$ cat src/rtl/tdc_readout_pkg.sv
// Shared definitions for the TDC readout: measurement word width, frame header
// and the framer state encoding.
package tdc_readout_pkg;

  localparam int COUNTER_DIG = 16;
  localparam int NUM_DECODE  = 4;
  localparam int DIG_OUT     = COUNTER_DIG + 2 * NUM_DECODE;

  localparam logic [7:0] HDR_BYTE = 8'hA5;

  typedef enum logic [1:0] {
    ST_IDLE = 2'd0,
    ST_HEAD = 2'd1,
    ST_DATA = 2'd2,
    ST_CHK  = 2'd3
  } rd_state_t;

  function automatic int num_bytes(input int w);
    return (w + 7) / 8;
  endfunction

endpackage

$ cat src/rtl/tdc_fifo.sv
// Word FIFO between the TDC and the byte framer. Read data is combinational so
// the framer can take a word on the same edge it pops it.
module tdc_fifo #(
  parameter int W     = 24,
  parameter int DEPTH = 8
) (
  input  logic                   clk,
  input  logic                   rst,
  input  logic                   push,
  input  logic                   pop,
  input  logic [W-1:0]           wdata,
  output logic [W-1:0]           rdata,
  output logic                   full,
  output logic                   empty,
  output logic [$clog2(DEPTH):0] level
);

  localparam int AW = $clog2(DEPTH);
  localparam int LW = AW + 1;

  logic [W-1:0]  mem [DEPTH];
  logic [AW-1:0] wr_ptr_q, wr_ptr_d;
  logic [AW-1:0] rd_ptr_q, rd_ptr_d;
  logic [LW-1:0] count_q, count_d;
  logic          do_push, do_pop;

  // Occupancy count decides full/empty; equal pointers alone are ambiguous.
  assign full    = (count_q == LW'(DEPTH));
  assign empty   = (count_q == '0);
  assign do_pop  = pop && !empty;
  assign do_push = push && (!full || do_pop);
  assign rdata   = mem[rd_ptr_q];
  assign level   = count_q;

  always_comb begin
    wr_ptr_d = wr_ptr_q;
    rd_ptr_d = rd_ptr_q;
    count_d  = count_q;
    if (do_push) wr_ptr_d = wr_ptr_q + AW'(1);
    if (do_pop)  rd_ptr_d = rd_ptr_q + AW'(1);
    unique case ({do_push, do_pop})
      2'b10:   count_d = count_q + LW'(1);
      2'b01:   count_d = count_q - LW'(1);
      default: count_d = count_q;
    endcase
  end

  always_ff @(posedge clk or posedge rst) begin
    if (rst) begin
      wr_ptr_q <= '0;
      rd_ptr_q <= '0;
      count_q  <= '0;
    end else begin
      wr_ptr_q <= wr_ptr_d;
      rd_ptr_q <= rd_ptr_d;
      count_q  <= count_d;
    end
  end

  always_ff @(posedge clk) begin
    if (do_push) mem[wr_ptr_q] <= wdata;
  end

endmodule

$ cat src/rtl/tdc_readout.sv
// Buffers TDC measurement words and streams each one as a byte frame:
// header, word bytes MSB first, XOR checksum of the word bytes.
module tdc_readout
  import tdc_readout_pkg::*;
#(
  parameter int         W     = DIG_OUT,
  parameter int         DEPTH = 8,
  parameter logic [7:0] HDR   = HDR_BYTE
) (
  input  logic                   clk,
  input  logic                   irst,
  input  logic [W-1:0]           din,
  input  logic                   done,
  output logic [7:0]             tx_data,
  output logic                   tx_valid,
  input  logic                   tx_ready,
  input  logic                   clr_ovf,
  output logic                   ovf,
  output logic [$clog2(DEPTH):0] level
);

  localparam int NB = num_bytes(W);
  localparam int SW = NB * 8;
  localparam int IW = (NB > 1) ? $clog2(NB) : 1;

  logic [W-1:0]  fifo_rdata;
  logic          fifo_full, fifo_empty;
  logic          pop, drop, xfer;
  logic [SW-1:0] padded, shifted;

  rd_state_t     state_q, state_d;
  logic [SW-1:0] shift_q, shift_d;
  logic [IW-1:0] idx_q, idx_d;
  logic [7:0]    chk_q, chk_d;
  logic [7:0]    tx_data_q, tx_data_d;
  logic          tx_valid_q, tx_valid_d;
  logic          ovf_q, ovf_d;

  tdc_fifo #(
    .W     (W),
    .DEPTH (DEPTH)
  ) u_fifo (
    .clk   (clk),
    .rst   (irst),
    .push  (done),
    .pop   (pop),
    .wdata (din),
    .rdata (fifo_rdata),
    .full  (fifo_full),
    .empty (fifo_empty),
    .level (level)
  );

  assign xfer     = tx_valid_q && tx_ready;
  assign tx_data  = tx_data_q;
  assign tx_valid = tx_valid_q;
  assign ovf      = ovf_q;

  always_comb begin
    state_d    = state_q;
    shift_d    = shift_q;
    idx_d      = idx_q;
    chk_d      = chk_q;
    tx_data_d  = tx_data_q;
    tx_valid_d = tx_valid_q;
    pop        = 1'b0;
    padded     = '0;
    padded[W-1:0] = fifo_rdata;
    shifted    = shift_q << 8;

    // Outputs are computed for the next state so tx_data/tx_valid come from flops.
    unique case (state_q)
      ST_IDLE: begin
        if (!fifo_empty) begin
          pop        = 1'b1;
          shift_d    = padded;
          chk_d      = '0;
          idx_d      = '0;
          state_d    = ST_HEAD;
          tx_valid_d = 1'b1;
          tx_data_d  = HDR;
        end
      end
      ST_HEAD: begin
        if (xfer) begin
          state_d   = ST_DATA;
          idx_d     = '0;
          tx_data_d = shift_q[SW-1 -: 8];
        end
      end
      ST_DATA: begin
        if (xfer) begin
          chk_d = chk_q ^ tx_data_q;
          if (idx_q == IW'(NB - 1)) begin
            state_d   = ST_CHK;
            tx_data_d = chk_q ^ tx_data_q;
          end else begin
            idx_d     = idx_q + IW'(1);
            shift_d   = shifted;
            tx_data_d = shifted[SW-1 -: 8];
          end
        end
      end
      ST_CHK: begin
        if (xfer) begin
          state_d    = ST_IDLE;
          tx_valid_d = 1'b0;
          tx_data_d  = '0;
        end
      end
      default: state_d = ST_IDLE;
    endcase

    // A drop outranks a same-cycle clear so no lost word goes unreported.
    drop = done && fifo_full && !pop;
    if (drop)         ovf_d = 1'b1;
    else if (clr_ovf) ovf_d = 1'b0;
    else              ovf_d = ovf_q;
  end

  always_ff @(posedge clk or posedge irst) begin
    if (irst) begin
      state_q    <= ST_IDLE;
      shift_q    <= '0;
      idx_q      <= '0;
      chk_q      <= '0;
      tx_data_q  <= '0;
      tx_valid_q <= 1'b0;
      ovf_q      <= 1'b0;
    end else begin
      state_q    <= state_d;
      shift_q    <= shift_d;
      idx_q      <= idx_d;
      chk_q      <= chk_d;
      tx_data_q  <= tx_data_d;
      tx_valid_q <= tx_valid_d;
      ovf_q      <= ovf_d;
    end
  end

endmodule

$ cat config.mk
export PLATFORM = sky130hd
export DESIGN_NAME = tdc_readout
export DESIGN_NICKNAME = d
export VERILOG_FILES = /design/src/rtl/tdc_readout_pkg.sv /design/src/rtl/tdc_fifo.sv /design/src/rtl/tdc_readout.sv
export SDC_FILE = /design/constraint.sdc
export NUM_CORES = 1
export LEC_CHECK = 0
export ABC_AREA = 1
export BUFFER_PORTS_ARGS = -buffer_cell sky130_fd_sc_hd__buf_2
export CAP_MARGIN = 20
export CELL_PAD_IN_SITES_DETAIL_PLACEMENT = 1
export CELL_PAD_IN_SITES_GLOBAL_PLACEMENT = 1
export CORE_MARGIN = 5
export CORE_UTILIZATION = 50
export CTS_CLUSTER_SIZE = 8
export DETAILED_ROUTE_END_ITERATION = 12
export PLACE_DENSITY = 0.84
export SLEW_MARGIN = 10
export SYNTH_ARGS = -nofsm -noshare
export SYNTH_HDL_FRONTEND = slang
export SYNTH_HIERARCHICAL = 1
export SYNTH_SLANG_ARGS = --single-unit
$ cat constraint.sdc
create_clock -name clk -period 4 [get_ports clk]
set_input_delay 0.8 -clock clk [delete_from_list [all_inputs] [get_ports clk]]
set_output_delay 0.8 -clock clk [all_outputs]
set_load 0.1 [all_outputs]
---- Yosys cells after proc, flatten, opt, wreduce, memory -nomap -nowiden ----
Memory sizes are Yosys's and may differ from the RTL's.
Index checks and enable logic that the tools add are counted.
storage, ports and cells
  bits in registers ....................... 56
  latch bits .............................. 0
  memory bits (writable) .................. 192
  bits in read-only memories .............. 0
  input port bits ......................... 29
  output and inout port bits .............. 14
  word-level logic and storage cells ...... 85
  memories kept ........................... 1
memories
  name        depth  bits a word  read ports  clocked after Yosys merged registers in  write ports  RTL line        RTL
  u_fifo.mem  8      24           1           0                                        1            tdc_fifo.sv:21  logic [W-1:0] mem [DEPTH];
operators by class
  $add $sub $neg .......................... 5
  multiply operators ...................... 0
  divide/modulo/power cells ............... 0
  magnitude comparators ................... 0
  eq/ne operators ......................... 13
  shifts and indexed selects .............. 0
  mux-type cells .......................... 33
  bitwise operators ....................... 1
  reductions and logical operators ........ 22
operators with widths
  cell                                                  number
  two-way mux 24 bit                                    3
  two-way mux 8 bit                                     7
  case mux 24 bit (2 select lines)                      1
  case mux 8 bit (4 select lines)                       1
  two-way mux 2 bit                                     8
  case mux 8 bit (2 select lines)                       1
  != test 2 bit (second input constant)                 6
  AND reduction 5 bit                                   2
  equality test 2 bit (second input constant)           4
  two-way mux 1 bit                                     8
  case mux 2 bit (4 select lines)                       1
  case mux 4 bit (2 select lines)                       1
  AND reduction 4 bit                                   2
  nonzero test 2 bit                                    4
  bitwise XOR 8 bit                                     1
  adder 3 x 1 -> 3 bit (second input constant)          2
  case mux 2 bit (3 select lines)                       1
  AND reduction 3 bit                                   2
  logical AND 1 bit                                     5
  adder 4 x 1 -> 4 bit (second input constant)          1
  equality test 2 x 1 -> 1 bit (second input constant)  2
  equality test 4 bit (second input constant)           1
  zero test 4 bit                                       1
  subtractor 4 x 1 -> 4 bit (second input constant)     1
  6 further kinds                                       8

---- Longest topological paths before layout ----
  depth in word-level cells ............... 8
  gate-level depth with buffers ........... 14
  gate-level depth less buffers ........... 14

---- Hierarchy ----
Netlist, hierarchy kept.
by module, submodules not included
  module       instances  cells each  area an instance (sq um)  seq. area each (sq um)
  tdc_fifo     1          615         8,170.3                   6,015.8
  tdc_readout  1          359         2,567.5                   1,151.1

---- Worst setup path before layout ----
No wires, ideal clock.
  path type ............................... register -> register
  start ................................... register u_fifo.count_q[2] (netlist: u_fifo/level[2])
  end ..................................... memory u_fifo.mem[3][0], enable pin
  setup time .............................. 0.440 ns
  data arrival time ....................... 3.682 ns
  required time ........................... 3.560 ns
  setup slack ............................. -0.122 ns
  cell stages (with the launch flop) ...... 9
  buffers on the path ..................... 0
  cell sequence ........................... dfrtp_1 nor2_1 nand2_2 inv_1 nor2_1 nand2_4 nand2_4 nand2_4 nor3b_1
between the ends
  longest elaborated chain between the ends .. 8
ends and longest elaborated chain
  item                                     RTL line           RTL
  start: declaration                       tdc_fifo.sv:24     logic [LW-1:0] count_q, count_d;
  start signal: assignment                 tdc_fifo.sv:56     count_q <= count_d;
  zero test 4 bit                          tdc_fifo.sv:29     assign empty = (count_q == '0);
  net fifo_empty                           tdc_readout.sv:27  logic fifo_full, fifo_empty;
  two-way mux 1 bit                        tdc_readout.sv:74  if (!fifo_empty) begin
  two-way mux 1 bit                        tdc_readout.sv:72  unique case (state_q)
  net pop                                  tdc_readout.sv:28  logic pop, drop, xfer;
  logical AND 1 bit                        tdc_fifo.sv:30     assign do_pop = pop && !empty;
  logical OR 1 bit                         tdc_fifo.sv:31     assign do_push = push && (!full || do_pop);
  logical AND 1 bit                        tdc_fifo.sv:31
  two-way mux 1 bit                        tdc_fifo.sv:61     if (do_push) mem[wr_ptr_q] <= wdata;
  two-way mux 1 bit (implied by the code)  tdc_fifo.sv:61
  end: declaration                         tdc_fifo.sv:21
The timed path passes the listed nets, and every way through them passes these cells.

---- Worst setup path after layout ----
  start ................................... register state_q[0]
  end ..................................... memory u_fifo.mem[0][10], enable pin
between the ends
  longest elaborated chain between the ends .. 7
ends and longest elaborated chain
  item                                     RTL line            RTL
  start: declaration                       tdc_readout.sv:31   rd_state_t state_q, state_d;
  start signal: assignment                 tdc_readout.sv:131  state_q <= state_d;
  zero test 2 bit                          tdc_readout.sv:72
  two-way mux 1 bit                        tdc_readout.sv:72
  net pop                                  tdc_readout.sv:28
  logical AND 1 bit                        tdc_fifo.sv:30
  logical OR 1 bit                         tdc_fifo.sv:31
  logical AND 1 bit                        tdc_fifo.sv:31
  two-way mux 1 bit                        tdc_fifo.sv:61
  two-way mux 1 bit (implied by the code)  tdc_fifo.sv:61
The timed path passes the listed nets, and every way through them passes these cells.

==> impl_metrics.env <==
export IMPL_status="complete, no violations"
export IMPL_crit_slowest_cell="nor3_4"
export IMPL_antenna_left=0
export IMPL_ys_dominant_reg_cell="edfxtp_1"
export IMPL_crit_arrival_ns=3.38
export IMPL_grt_max_degree=61
export IMPL_die_width_um=157
export IMPL_drcViolationCount=0
export IMPL_setup_viol=0
export IMPL_grt_pass1_wl_um=44500
export IMPL_crit_chain="inv_1, ha_1, inv_1, nor2_1, nand2_4, nand2_4, nand3b_2, nor3_4, buf_4"
export IMPL_required_ns=4.20
export IMPL_vdd_ir_drop_max_uv=411
export IMPL_cp_endpoint="u_fifo/mem[0][10]"
export IMPL_cts_max_path_buffers=3
export IMPL_post_cts_buffers=0
export IMPL_path_max_fanout=13
export IMPL_cts_reportedPaths_clkPinSlew_ns=0.05
export IMPL_diodes=0
export IMPL_dp_hpwl_um=17100
export IMPL_setup_ws_ns=0.826
export IMPL_yosysSeqAreaShare_pct=66.7
export IMPL_cts_tree="done"
export IMPL_worst_pin_slew_ns=0.971
export IMPL_power_density_mw_per_mm2=878
export IMPL_syn_to_final_growth_pct=13.4
export IMPL_async_reset_ff_share_pct=22.6
export IMPL_avgSynthCellArea_um2=11.0
export IMPL_period_minus_slack_ns=3.17
export IMPL_cts_root_buf="clkbuf_16"
export IMPL_worst_setup_path_start_kind="flop"
export IMPL_cts_hold_buffers=0
export IMPL_port_buffers=42
export IMPL_io_pin_count=43
export IMPL_synth_edf_count=192
export IMPL_ys_warn_count=6
export IMPL_drt_total_wl_um=27900
export IMPL_place_area_mm2=0.0112
export IMPL_r2r_end="u_fifo/mem[0][10]"
export IMPL_slew_headroom_pct=34.8
export IMPL_reg2reg_depth=9
export IMPL_tns_ns=0
export IMPL_fin_worst_skew_ns=0.0173
export IMPL_synth_top_area_cell="edfxtp_1"
export IMPL_hp_class="input port to asynchronous set/reset pin"
export IMPL_synth_distinct_cells=36
export IMPL_cp_end_kind="flop"
export IMPL_fmaxAchievable_mhz=315
export IMPL_core_mm2=0.0211
export IMPL_cts_sinks=248
export IMPL_die_h_um=157
export IMPL_synth_top_area_share_pct=53.7
export IMPL_insertion_delay_ns=0.52
export IMPL_final_nets=1065
export IMPL_slowest_delay_ns=0.67
export IMPL_fin_crit_sh_pct=79.4
export IMPL_reg2reg_slack_ns=0.83
export IMPL_grt_ovfl_total=0
export IMPL_drtIter0Drc=504
export IMPL_drtPass1Iterations=5
export IMPL_netlist_instances=974
export IMPL_fin_util_pct=57.7
export IMPL_htree_levels=2
export IMPL_grt_setup_unrepaired="no"
export IMPL_avgRoutedWirePerCell_um=21.3
export IMPL_hold_violations=0
export IMPL_worstSetupPathType="flop to flop"
export IMPL_grt_total_usage_pct=23.5
export IMPL_num_vias=7378
export IMPL_syn_area_mm2=0.0107
export IMPL_synthesis_nets=1015
export IMPL_critical_path_startpoint="state_q[0]"
export IMPL_drive_gt1_share_pct=12.1
export IMPL_initial_core_util_pct=50.9
export IMPL_grt_pass1_vias=7994
export IMPL_routabilityCongestion=0.769
export IMPL_drv_cap=0
export IMPL_cts_buffers=36
export IMPL_fin_area_mm2=0.0122
export IMPL_pre_cts_slack_ns=0.933
export IMPL_rows=53
export IMPL_cts_resized=0
export IMPL_post_drt_via_cell_ratio=5.64
export IMPL_die_area_mm2=0.0245
export IMPL_synth_area_top_cells="edfxtp_1 54%, dfrtp_1 13%, nand2_1 9.5%"
export IMPL_slew_violations=0
export IMPL_antenna_found_initial=0
export IMPL_synth_seq_cells=248
export IMPL_r2r_start="state_q[0]"
export IMPL_power_leakage_nw=4.91
==> per-stage QoR <==
step | std cells | hold slack (ns) | power [mW]
final | 1307 | 0.195 | 10.7
after global routing | 1307 | 0.198 | 11.4
after CTS | 1306 | 0.287 | 10.8
after detailed placement | 1260 | 0.459 | 7.93
after global placement | 1260 | 0.454 | 7.72
after floorplan | 974 | 0.442 | 6.88
==> critical path, delay by kind of cell (launching register included) <==
kind	cells	cell delay (ns)
flops	1	0.43
fa+ha+maj	1	0.22
buf+inv	3	0.62
simple gates	5	1.57
==> where the power goes <==
group	total (mW)	internal, mW	switching (mW)
logic	4.19	1.18	3.01
registers	3.77	3.35	0.420
clock network	2.73	1.66	1.07
==> placed cells by master (no fill, tap or decap), types with 3 or more instances in the layout <==
cell	count
nor2_2	5
nand3_1	33
buf_12	3
o21ai_1	32
xor2_1	8
inv_1	34
nor2_1	108
o21ai_0	80
nand2_2	3
a21oi_1	14
buf_4	14
clkbuf_1	7
clkbuf_16	37
nand2_1	273
mux2i_1	24
nand3b_1	8
edfxtp_1	192
o22ai_1	24
ha_1	11
dfrtp_1	54
nand2_4	3
buf_2	42
inv_2	4
==> state kept, by name (all words and copies together), names as in the netlist <==
register         cells
u_fifo/mem         192
u_fifo/wr_ptr_q      3
state_q              2
shift_q             24
u_fifo/level         4
chk_q                8
ovf                  1
idx_q                2
tx_valid             1
u_fifo/rd_ptr_q      3
tx_data              8
==> worst min path at each step <==
stage	from	slack, ns	end
floorplan	shift_q[0]	0.44	shift_q[0]
global placement	shift_q[0]	0.45	shift_q[0]
detailed placement	shift_q[0]	0.46	shift_q[0]
CTS	irst	0.29	u_fifo/rd_ptr_q[0]
global route	irst	0.20	ovf
finish	irst	0.20	shift_q[16]
==> cell families after synthesis <==
logic type | share of synthesized area, %
fa+ha+maj | 1.47
mux | 2.34
compound gates | 7.57
simple gates | 16.7
xor+xnor | 0.734
buf+inv | 4.39
flops | 66.7
==> area by class of cell <==
cell class / count / area [um2]
clock buffer: 44 / 952
clock inverter: 2 / 46.3
fill: 2191 / 8910
inverter: 39 / 146
multi-input combinational: 640 / 3140
sequential: 248 / 7170
tap: 275 / 344
timing repair buffer: 59 / 375
==> metal layers <==
metal	GRT usage, %	vias up	wire (um)
met4	8.43	0	752
met1	29.9	3682	11300
met5	0	-	0
met3	4.07	64	1510
li1	-	3428	-
met2	40.7	204	14300
==> synthesized netlist by cell type, drive strengths merged, types with 2 or more instances <==
cell type / count
a21oi: 15
buf: 34
clkbuf: 13
dfrtp: 56
edfxtp: 192
ha: 11
inv: 38
mux2i: 24
nand2: 279
nand3: 35
nand3b: 9
nand4: 2
nor2: 113
nor3: 2
nor3b: 2
o21ai: 113
o22ai: 24
xor2: 8
No activity file was read; power rests on OpenSTA's default activity.
